### src/rtl/csr_timer_array_if.sv
// Register-bus and interrupt signal bundle for csr_timer_array.
// master = CSR unit side, slave = timer block side.
interface csr_timer_array_if #(
    parameter int unsigned NUM_TIMERS = 4,
    parameter int unsigned TW         = 32,
    parameter int unsigned CNT_W      = 64
);
    logic                  wen;
    logic [7:0]            waddr;
    logic [TW-1:0]         wdata;
    logic [7:0]            raddr;
    logic [TW-1:0]         rdata;
    logic [NUM_TIMERS-1:0] irq_mask;
    logic                  ie;
    logic [NUM_TIMERS-1:0] pending;
    logic                  irq_out;
    logic [CNT_W-1:0]      stable_cnt;

    modport master (
        output wen, waddr, wdata, raddr, irq_mask, ie,
        input  rdata, pending, irq_out, stable_cnt
    );

    modport slave (
        input  wen, waddr, wdata, raddr, irq_mask, ie,
        output rdata, pending, irq_out, stable_cnt
    );
endinterface

### src/rtl/csr_timer_array.sv
// Multi-channel down-counting timer array with sticky pending bits, masked IRQ and stable counter.
// Optional shared tick prescaler enabled by defining TIMER_PRESCALE_EN.
module csr_timer_array #(
    parameter int unsigned NUM_TIMERS = 4,
    parameter int unsigned TW         = 32,
    parameter int unsigned CNT_W      = 64,
    parameter int unsigned PRESCALE   = 16
) (
    input logic              clk,
    input logic              rst,
    csr_timer_array_if.slave bus
);
    typedef enum logic [1:0] {
        REG_TCFG   = 2'd0,
        REG_TVAL   = 2'd1,
        REG_TICLR  = 2'd2,
        REG_STATUS = 2'd3
    } reg_e;

    if (NUM_TIMERS < 1 || NUM_TIMERS > 64 || TW < 4 || PRESCALE < 2) begin : g_bad_params
        $error("csr_timer_array: parameter out of range");
    end

    logic [TW-1:0]         r_tcfg [NUM_TIMERS];
    logic [TW-1:0]         r_tval [NUM_TIMERS];
    logic [NUM_TIMERS-1:0] r_run;
    logic [NUM_TIMERS-1:0] r_pend;
    logic [CNT_W-1:0]      r_stable;

    logic                  w_tick;
    logic [5:0]            w_wch;
    logic [5:0]            w_rch;
    reg_e                  w_wreg;
    reg_e                  w_rreg;
    logic                  w_wvalid;
    logic                  w_rvalid;
    logic [NUM_TIMERS-1:0] w_cfg_wr;
    logic [NUM_TIMERS-1:0] w_clr;
    logic [NUM_TIMERS-1:0] w_expire;
    logic [TW-1:0]         w_rdata;

    assign w_wch    = bus.waddr[7:2];
    assign w_rch    = bus.raddr[7:2];
    assign w_wreg   = reg_e'(bus.waddr[1:0]);
    assign w_rreg   = reg_e'(bus.raddr[1:0]);
    assign w_wvalid = bus.wen && (32'(w_wch) < NUM_TIMERS);
    assign w_rvalid = 32'(w_rch) < NUM_TIMERS;

`ifdef TIMER_PRESCALE_EN
    localparam int unsigned PW = $clog2(PRESCALE);
    logic [PW-1:0] r_pre;

    always_ff @(posedge clk) begin
        if (rst) begin
            r_pre <= '0;
        end else if (r_pre == PW'(PRESCALE - 1)) begin
            r_pre <= '0;
        end else begin
            r_pre <= r_pre + PW'(1);
        end
    end

    assign w_tick = (r_pre == PW'(PRESCALE - 1));
`else
    assign w_tick = 1'b1;
`endif

    always_comb begin
        w_cfg_wr = '0;
        w_clr    = '0;
        w_expire = '0;
        for (int unsigned i = 0; i < NUM_TIMERS; i++) begin
            w_cfg_wr[i] = w_wvalid && (32'(w_wch) == i) && (w_wreg == REG_TCFG);
            w_clr[i]    = w_wvalid && (32'(w_wch) == i) && (w_wreg == REG_TICLR) && bus.wdata[0];
            w_expire[i] = r_run[i] && w_tick && (r_tval[i] == '0);
        end
    end

    // Expiry is judged on pre-edge state, so it still sets pend when a TCFG write
    // lands in the same cycle, and it dominates a same-cycle TICLR.
    always_ff @(posedge clk) begin
        if (rst) begin
            for (int unsigned i = 0; i < NUM_TIMERS; i++) begin
                r_tcfg[i] <= '0;
                r_tval[i] <= '0;
            end
            r_run  <= '0;
            r_pend <= '0;
        end else begin
            for (int unsigned i = 0; i < NUM_TIMERS; i++) begin
                if (w_cfg_wr[i]) begin
                    r_tcfg[i] <= bus.wdata;
                    r_tval[i] <= {bus.wdata[TW-1:2], 2'b00};
                    r_run[i]  <= bus.wdata[0];
                end else if (r_run[i] && w_tick) begin
                    if (r_tval[i] != '0) begin
                        r_tval[i] <= r_tval[i] - TW'(1);
                    end else if (r_tcfg[i][1]) begin
                        r_tval[i] <= {r_tcfg[i][TW-1:2], 2'b00};
                    end else begin
                        r_run[i] <= 1'b0;
                    end
                end

                if (w_expire[i]) begin
                    r_pend[i] <= 1'b1;
                end else if (w_clr[i]) begin
                    r_pend[i] <= 1'b0;
                end
            end
        end
    end

    always_ff @(posedge clk) begin
        if (rst) begin
            r_stable <= '0;
        end else begin
            r_stable <= r_stable + CNT_W'(1);
        end
    end

    always_comb begin
        w_rdata = '0;
        if (w_rvalid) begin
            for (int unsigned i = 0; i < NUM_TIMERS; i++) begin
                if (32'(w_rch) == i) begin
                    case (w_rreg)
                        REG_TCFG:   w_rdata = r_tcfg[i];
                        REG_TVAL:   w_rdata = r_tval[i];
                        REG_STATUS: w_rdata = TW'({r_pend[i], r_run[i]});
                        default:    w_rdata = '0;
                    endcase
                end
            end
        end
    end

    assign bus.rdata      = w_rdata;
    assign bus.pending    = r_pend;
    assign bus.irq_out    = (|(r_pend & bus.irq_mask)) & bus.ie;
    assign bus.stable_cnt = r_stable;
endmodule

### src/flat_wrapper.sv
// flat-port wrapper written by rule: the top's interface ports become plain ports
module csr_timer_array_flat 
#(
    parameter int unsigned NUM_TIMERS = 4,
    parameter int unsigned TW         = 32,
    parameter int unsigned CNT_W      = 64,
    parameter int unsigned PRESCALE   = 16
)
  (clk, rst, bus_wen, bus_waddr, bus_wdata, bus_raddr, bus_irq_mask, bus_ie, bus_rdata, bus_pending, bus_irq_out, bus_stable_cnt);
  csr_timer_array_if #(.NUM_TIMERS(NUM_TIMERS), .TW(TW), .CNT_W(CNT_W)) bus_i ();
  input logic clk;
  input logic rst;
  input wire logic [$bits(bus_i.wen)-1:0] bus_wen;
  input wire logic [$bits(bus_i.waddr)-1:0] bus_waddr;
  input wire logic [$bits(bus_i.wdata)-1:0] bus_wdata;
  input wire logic [$bits(bus_i.raddr)-1:0] bus_raddr;
  input wire logic [$bits(bus_i.irq_mask)-1:0] bus_irq_mask;
  input wire logic [$bits(bus_i.ie)-1:0] bus_ie;
  output wire logic [$bits(bus_i.rdata)-1:0] bus_rdata;
  output wire logic [$bits(bus_i.pending)-1:0] bus_pending;
  output wire logic [$bits(bus_i.irq_out)-1:0] bus_irq_out;
  output wire logic [$bits(bus_i.stable_cnt)-1:0] bus_stable_cnt;
  assign bus_i.wen = bus_wen;
  assign bus_i.waddr = bus_waddr;
  assign bus_i.wdata = bus_wdata;
  assign bus_i.raddr = bus_raddr;
  assign bus_i.irq_mask = bus_irq_mask;
  assign bus_i.ie = bus_ie;
  assign bus_rdata = bus_i.rdata;
  assign bus_pending = bus_i.pending;
  assign bus_irq_out = bus_i.irq_out;
  assign bus_stable_cnt = bus_i.stable_cnt;
  csr_timer_array #(.NUM_TIMERS(NUM_TIMERS), .TW(TW), .CNT_W(CNT_W), .PRESCALE(PRESCALE)) u_core (.clk(clk), .rst(rst), .bus(bus_i));
endmodule
### config.mk
export PLATFORM = sky130hd
export DESIGN_NAME = csr_timer_array_flat
export DESIGN_NICKNAME = d
export VERILOG_FILES = /design/src/rtl/csr_timer_array_if.sv /design/src/rtl/csr_timer_array.sv /design/src/flat_wrapper.sv
export SDC_FILE = /design/constraint.sdc
export NUM_CORES = 1
export LEC_CHECK = 0
export CAP_MARGIN = 15
export CELL_PAD_IN_SITES_DETAIL_PLACEMENT = 0
export CELL_PAD_IN_SITES_GLOBAL_PLACEMENT = 1
export CORE_MARGIN = 3
export CORE_UTILIZATION = 29
export CTS_BUF_LIST = sky130_fd_sc_hd__clkbuf_8 sky130_fd_sc_hd__clkbuf_16
export DETAILED_ROUTE_END_ITERATION = 10
export GPL_TIMING_DRIVEN = 0
export PLACE_DENSITY = 0.51
export RECOVER_POWER = 25
export SLEW_MARGIN = 15
export SYNTH_ARGS = -nofsm -noshare
export SYNTH_HDL_FRONTEND = slang
export SYNTH_SLANG_ARGS = --single-unit
export TNS_END_PERCENT = 5
### constraint.sdc
create_clock -name clk -period 9.8 [get_ports clk]
set_input_delay 1.47 -clock clk [delete_from_list [all_inputs] [get_ports clk]]
set_output_delay 1.47 -clock clk [all_outputs]
set_load 0.01 [all_outputs]
==> run metrics, run 1 <==
worst reg-to-reg setup slack 5.33 ns; final instance area 22400 um2; die extent in y 257 um; Clk pwr share 45.1%; Fmax 156 MHz; largest net degree at the start of global routing 34; cell area after synthesis 18300 um2; Compound-Gate Fraction of Synth Area 9.68%; Critical Path, Cell by Cell clkbuf_1, clkbuf_1, buf_1, mux4_2, mux2i_1, nor2_1, clkdlybuf4s50_1; CP max stage delay 0.78 ns; top post-synthesis cells by count 256 x edfxtp_1, 198 x nor2_1, 102 x xnor2_1; 1st-iter DRT viols 1046; worst-case reg-to-reg path depth 8; share of cells above drive strength 1 8.97%; post-synth net total 1744; placed inst area 21100 um2; Pwr per Cell Area 150 nW/um2; Worst Hold Launch u_core.bus.stable_cnt[0]; CTS Buffer Depth 3; mux contribution to synthesized area 9.75%; Syn Inst Count 1683; Startpoint Class primary input; number of max-cap violations 2; r2r endpoint u_core.r_tval[0][125]; yosys warns 0; Synth async-reset ratio 0%; Min-Delay Path Depth 1; Crit path arrival time 4.94 ns; area of the multi-input gates 8600 um2; Final min period 6.41 ns; Hold Path Class reg2reg; delay-heaviest family, CP buffers and inverters; CP Max Fanout 10; peak supply drop 0.102 mV; Synth Flop Type edfxtp_1; Avg Cell Area, Syn 10.9 um2; vias in the first global route 14700; most instantiated library cell after synthesis edfxtp_1; # clock sinks 328; Port-buffer cells 153; global-route wire length before repair 104 mm; Int Power 2.53 mW; main combinational cell family by area after synthesis simple AND/OR/NAND/NOR gates; final-report max-slew violation count 30; Req. time, crit path 8.33 ns; Yosys top cell by area edfxtp_1; Seq pwr share 47.2%; Sw Ratio 24.9%; Area Growth Syn to Fin 22.8%; vias per std cell 5.30; CTS tree built; clock buffer count from CTS 42; WHS 0.451 ns; number of remaining DRC errors 0; Crit-path slowest cell buf_1; wirelength, routed 71.5 mm; worst skew pair latency 0.57 ns; Post-CTS Hold Buffers 0; static leakage 8.19 nW; Synth top area share 42.1%; Switching Power 838 uW; post-synthesis sequential area ratio 50.0%; crit-path most repeated cell clkbuf_1; simple-gate portion of the synthesized area 19.7%; Final GP Congestion 0.822; Slew HR -34.7%; Worst R2R Start u_core.r_tval[0][109]; Setup Fix Bufs, Post-CTS 0; endpoints failing hold 0; Fin Setup TNS 0 ns; initial core utilization 29.4%; RSZ-0062 raised after global routing no; Worst-path clk slew 0.05 ns; number of synthesized flops with an enable pin 256; status finished with violations; post-detail-place hpwl 53.5 mm; DR pass1 iterations 5; total gr overflow 0; logic gate share of total power 7.6%; Routed Antenna Nets 0; Layout Skew 0.0115 ns; Area contributors post-synth edfxtp_1 42%, dfxtp_1 7.9%, mux4_2 7.4%, xnor2_1 4.9%, nor2_1 4.1%; failing checks capacitance limit, slew limit; Nets 1955; Seq cells post-synth 328; final period utilization 65.4%; DIE AREA 66000 um2; critical path class in2out; CTS H-tree lvls 2; number of distinct library cells after synthesis 65; Final setup viols 0; average wire per cell in the routed design 25.8 um; Total Routing Usage GR 21.3%; Register Area 9130 um2; Synth Area in Adders 0.342%; CTS root buffer clkbuf_16; Vias 14700; fill cell count 6226; post_cts resized 0; Core Region 62100 um2; Ports 157; Worst-Margin Slew 2.00 ns; chip width 257 um; num rows 91; initial antenna violation count 8; Hold EP u_core.bus.stable_cnt[0]; WP buf/inv 4; critical path capture point type output pin; Synth Area in XOR/XNOR 7.29%
flip-flops by register name (all words and copies together), names as in the netlist:
name                   flops
u_core.r_run               4
u_core.bus.pending         4
u_core.r_tcfg            128
u_core.r_tval            128
u_core.bus.stable_cnt     64
per-layer routing:
| metal | up-vias | wire length [um] | global-route usage [%] | part of all wire (%) |
|---|---|---|---|---|
| met5 | - | 62 | 0 | 0.087 |
| met4 | 10 | 1810 | 5.89 | 2.5 |
| met3 | 85 | 4210 | 3.77 | 5.9 |
| met2 | 424 | 32900 | 34.4 | 46 |
| met1 | 7370 | 32600 | 29.5 | 46 |
| li1 | 6774 | - | - | - |
cells in the final DEF, fill, tap and decap left out, types with 15 or more instances in the layout:
cell,count
o21a_1,25
xor2_1,50
dfxtp_1,72
mux4_2,60
or3_1,26
a211o_1,48
nand2b_1,15
edfxtp_1,256
nand2_1,95
nand3_1,32
clkbuf_16,45
mux2i_1,43
and2_1,96
xnor2_1,102
nor4_1,53
clkbuf_1,72
nor2_1,198
or4_1,22
clkdlybuf4s50_1,84
o211ai_1,20
nand4_1,33
nor3_1,63
dlygate4sd3_1,69
o21ai_0,40
inv_1,75
a21oi_1,47
cells by family after synthesis:
logic type | count (synthesis)
adder cells (fa/ha/maj) | 5
XOR/XNOR | 152
multiplexers | 103
AND/OR/NAND/NOR | 695
AO/OA/AOI/OAI | 251
buffers and inverters | 149
flip-flops | 328
layout make-up:
type | count | share of cell area [%]
diodes | 2 | 0.0223
plain buffers | 87 | 1.62
clock buffers | 46 | 5.08
clock inverters | 32 | 0.815
inverters | 62 | 1.04
multi-input cells | 1206 | 38.3
flip-flops and latches | 328 | 40.7
well taps | 837 | 4.67
repair buffers | 167 | 7.69
power by group through the flow:
stage	clock network, mW	registers (mW)	logic (mW)
detailed placement	0	1.62	0.262
finish	1.52	1.59	0.257
floorplan	0	1.60	0.133
CTS	1.56	1.59	0.263
global route	1.61	1.60	0.272
global placement	0	1.62	0.251
per-stage QoR:
step	total power, mW	util (%)	setup slack, ns	cells
after floorplan	1.74	-	4.93	1683
after detailed placement	1.88	34.0	3.34	2687
after CTS	3.41	36.2	3.34	2765
final	3.37	36.1	3.39	2767
after global routing	3.48	36.1	3.11	2765
after global placement	1.87	33.6	2.77	2673
how the worst max path moves through the flow:
stage	from	to	slack, ns	depth (start not counted)
2_1_floorplan	bus_raddr[0]	bus_rdata[11]	4.93	6
3_3_place_gp	bus_waddr[7]	u_core.r_tval[0][60]	2.77	6
3_5_place_dp	bus_raddr[0]	bus_rdata[20]	3.34	7
4_1_cts	bus_raddr[0]	bus_rdata[20]	3.34	7
5_1_grt	bus_raddr[0]	bus_rdata[20]	3.11	7
6_report	bus_raddr[0]	bus_rdata[20]	3.39	7
No activity file was read; power rests on OpenSTA's default activity.
==> run 2: changes to the inputs <==
- clock period: 9.8 -> 6.2 ns (I/O delays scaled with it)
==> run metrics, run 2 (synthesized netlist as in run 1, its figures left out) <==
status finished with violations; failing checks capacitance limit, slew limit; Fin Setup TNS 0 ns; clock buffer count from CTS 42; Post-CTS Hold Buffers 0; Setup Fix Bufs, Post-CTS 0; DR pass1 iterations 5; Worst-Margin Slew 1.59 ns; critical path capture point type output pin; Register Area 9130 um2; peak supply drop 0.162 mV; CTS root buffer clkbuf_16; die extent in y 257 um; Final Util 36.1%; Final setup viols 0; initial antenna violation count 8; average wire per cell in the routed design 25.9 um; total gr overflow 0; crit-path most repeated cell clkbuf_1; Critical Path, Cell by Cell clkbuf_1, clkbuf_1, buf_1, mux4_2, mux2i_1, nor2_1, clkdlybuf4s50_1; endpoints failing hold 0; critical path class in2out; Pwr per Cell Area 238 nW/um2; CTS H-tree lvls 2; Min-Delay Path Depth 1; Core Region 62100 um2; Final GP Congestion 0.822; vias per std cell 5.28; static leakage 8.18 nW; DIE AREA 66000 um2; worst skew pair latency 0.57 ns; share of cells above drive strength 1 8.92%; Total Routing Usage GR 21.3%; wirelength, routed 71.5 mm; number of max-cap violations 1; Fmax 188 MHz; Layout Skew 0.0125 ns; # clock sinks 328; worst-case reg-to-reg path depth 8; Startpoint Class primary input; global-route wire length before repair 104 mm; Slew HR -6.07%; most frequent cells in the layout 256 x edfxtp_1, 198 x nor2_1, 102 x xnor2_1; commonest non-fill, non-tap cell in the layout edfxtp_1; RSZ-0062 raised after global routing no; Req. time, crit path 5.27 ns; final-report max-slew violation count 21; CP max stage delay 0.77 ns; Crit-path slowest cell buf_1; largest net degree at the start of global routing 34; area of the multi-input gates 8590 um2; post-detail-place hpwl 53.5 mm; final period utilization 85.8%; Ports 157; number of remaining DRC errors 0; 1st-iter DRT viols 1045; initial core utilization 29.4%; CTS tree built; CP Max Fanout 10; WHS 0.451 ns; vias in the first global route 14700; fin cells 2765; Routed Antenna Nets 0; Nets 1955; chip width 257 um; ANT cells 0; Inst Count DP 2687; CTS Buffer Depth 3; Vias 14600; Worst-path clk slew 0.05 ns; num rows 91; Port-buffer cells 153; Area Growth Syn to Fin 22.7%; fill cell count 6229; post_cts resized 0; Crit path arrival time 4.39 ns; Final min period 5.32 ns; Hold Path Class reg2reg
[run 2: cell types whose count changed in the layout (fill, tap and decap cells not counted), sizes merged]
cell   delta
diode     -2
[run 2: power breakdown]
part / internal (mW) / switching (mW)
registers: 2.44 / 0.0738
clock network: 1.39 / 1.01
logic: 0.164 / 0.241
total: 4.00 / 1.33
[run 2: worst paths after layout]
kind	from	end	slack (ns)
hold / removal	u_core.bus.stable_cnt[0]	u_core.bus.stable_cnt[0]	0.45
hold reg to reg	u_core.bus.stable_cnt[0]	u_core.bus.stable_cnt[0]	0.45
setup / recovery	bus_raddr[0]	bus_rdata[20]	0.88
setup reg to reg	u_core.r_tval[0][109]	u_core.r_tval[0][125]	1.66
[run 2: layout make-up]
class                           count  area share [%]
Buffer                             87            1.62
Clock buffer                       46            5.09
Clock inverter                     32           0.815
Inverter                           62            1.04
Multi-Input combinational cell   1206            38.3
Sequential cell                   328            40.7
Tap cell                          837            4.67
Timing Repair Buffer              167            7.70
[run 2: metrics by stage]
stage	area, um2	setup slack (ns)	power, mW
6_report	22400	0.882	5.33
5_1_grt	22400	0.592	5.50
4_1_cts	22400	0.818	5.39
3_5_place_dp	21100	0.765	2.97
3_3_place_gp	20800	-0.538	2.96
2_1_floorplan	18300	2.22	2.74
[run 2: per-layer routing]
layer / up-vias / wire, um / global-route usage [%]
met5: - / 62 / 0
met4: 10 / 1820 / 5.89
met3: 85 / 4340 / 3.77
met2: 438 / 32900 / 34.4
met1: 7301 / 32400 / 29.5
li1: 6764 / - / -
[run 2: worst max-delay path: cells and delay by family]
kind                   cells  cell delay (ns)
AND/OR/NAND/NOR            1             0.08
buffers and inverters      4             2.29
multiplexers               2             1.06
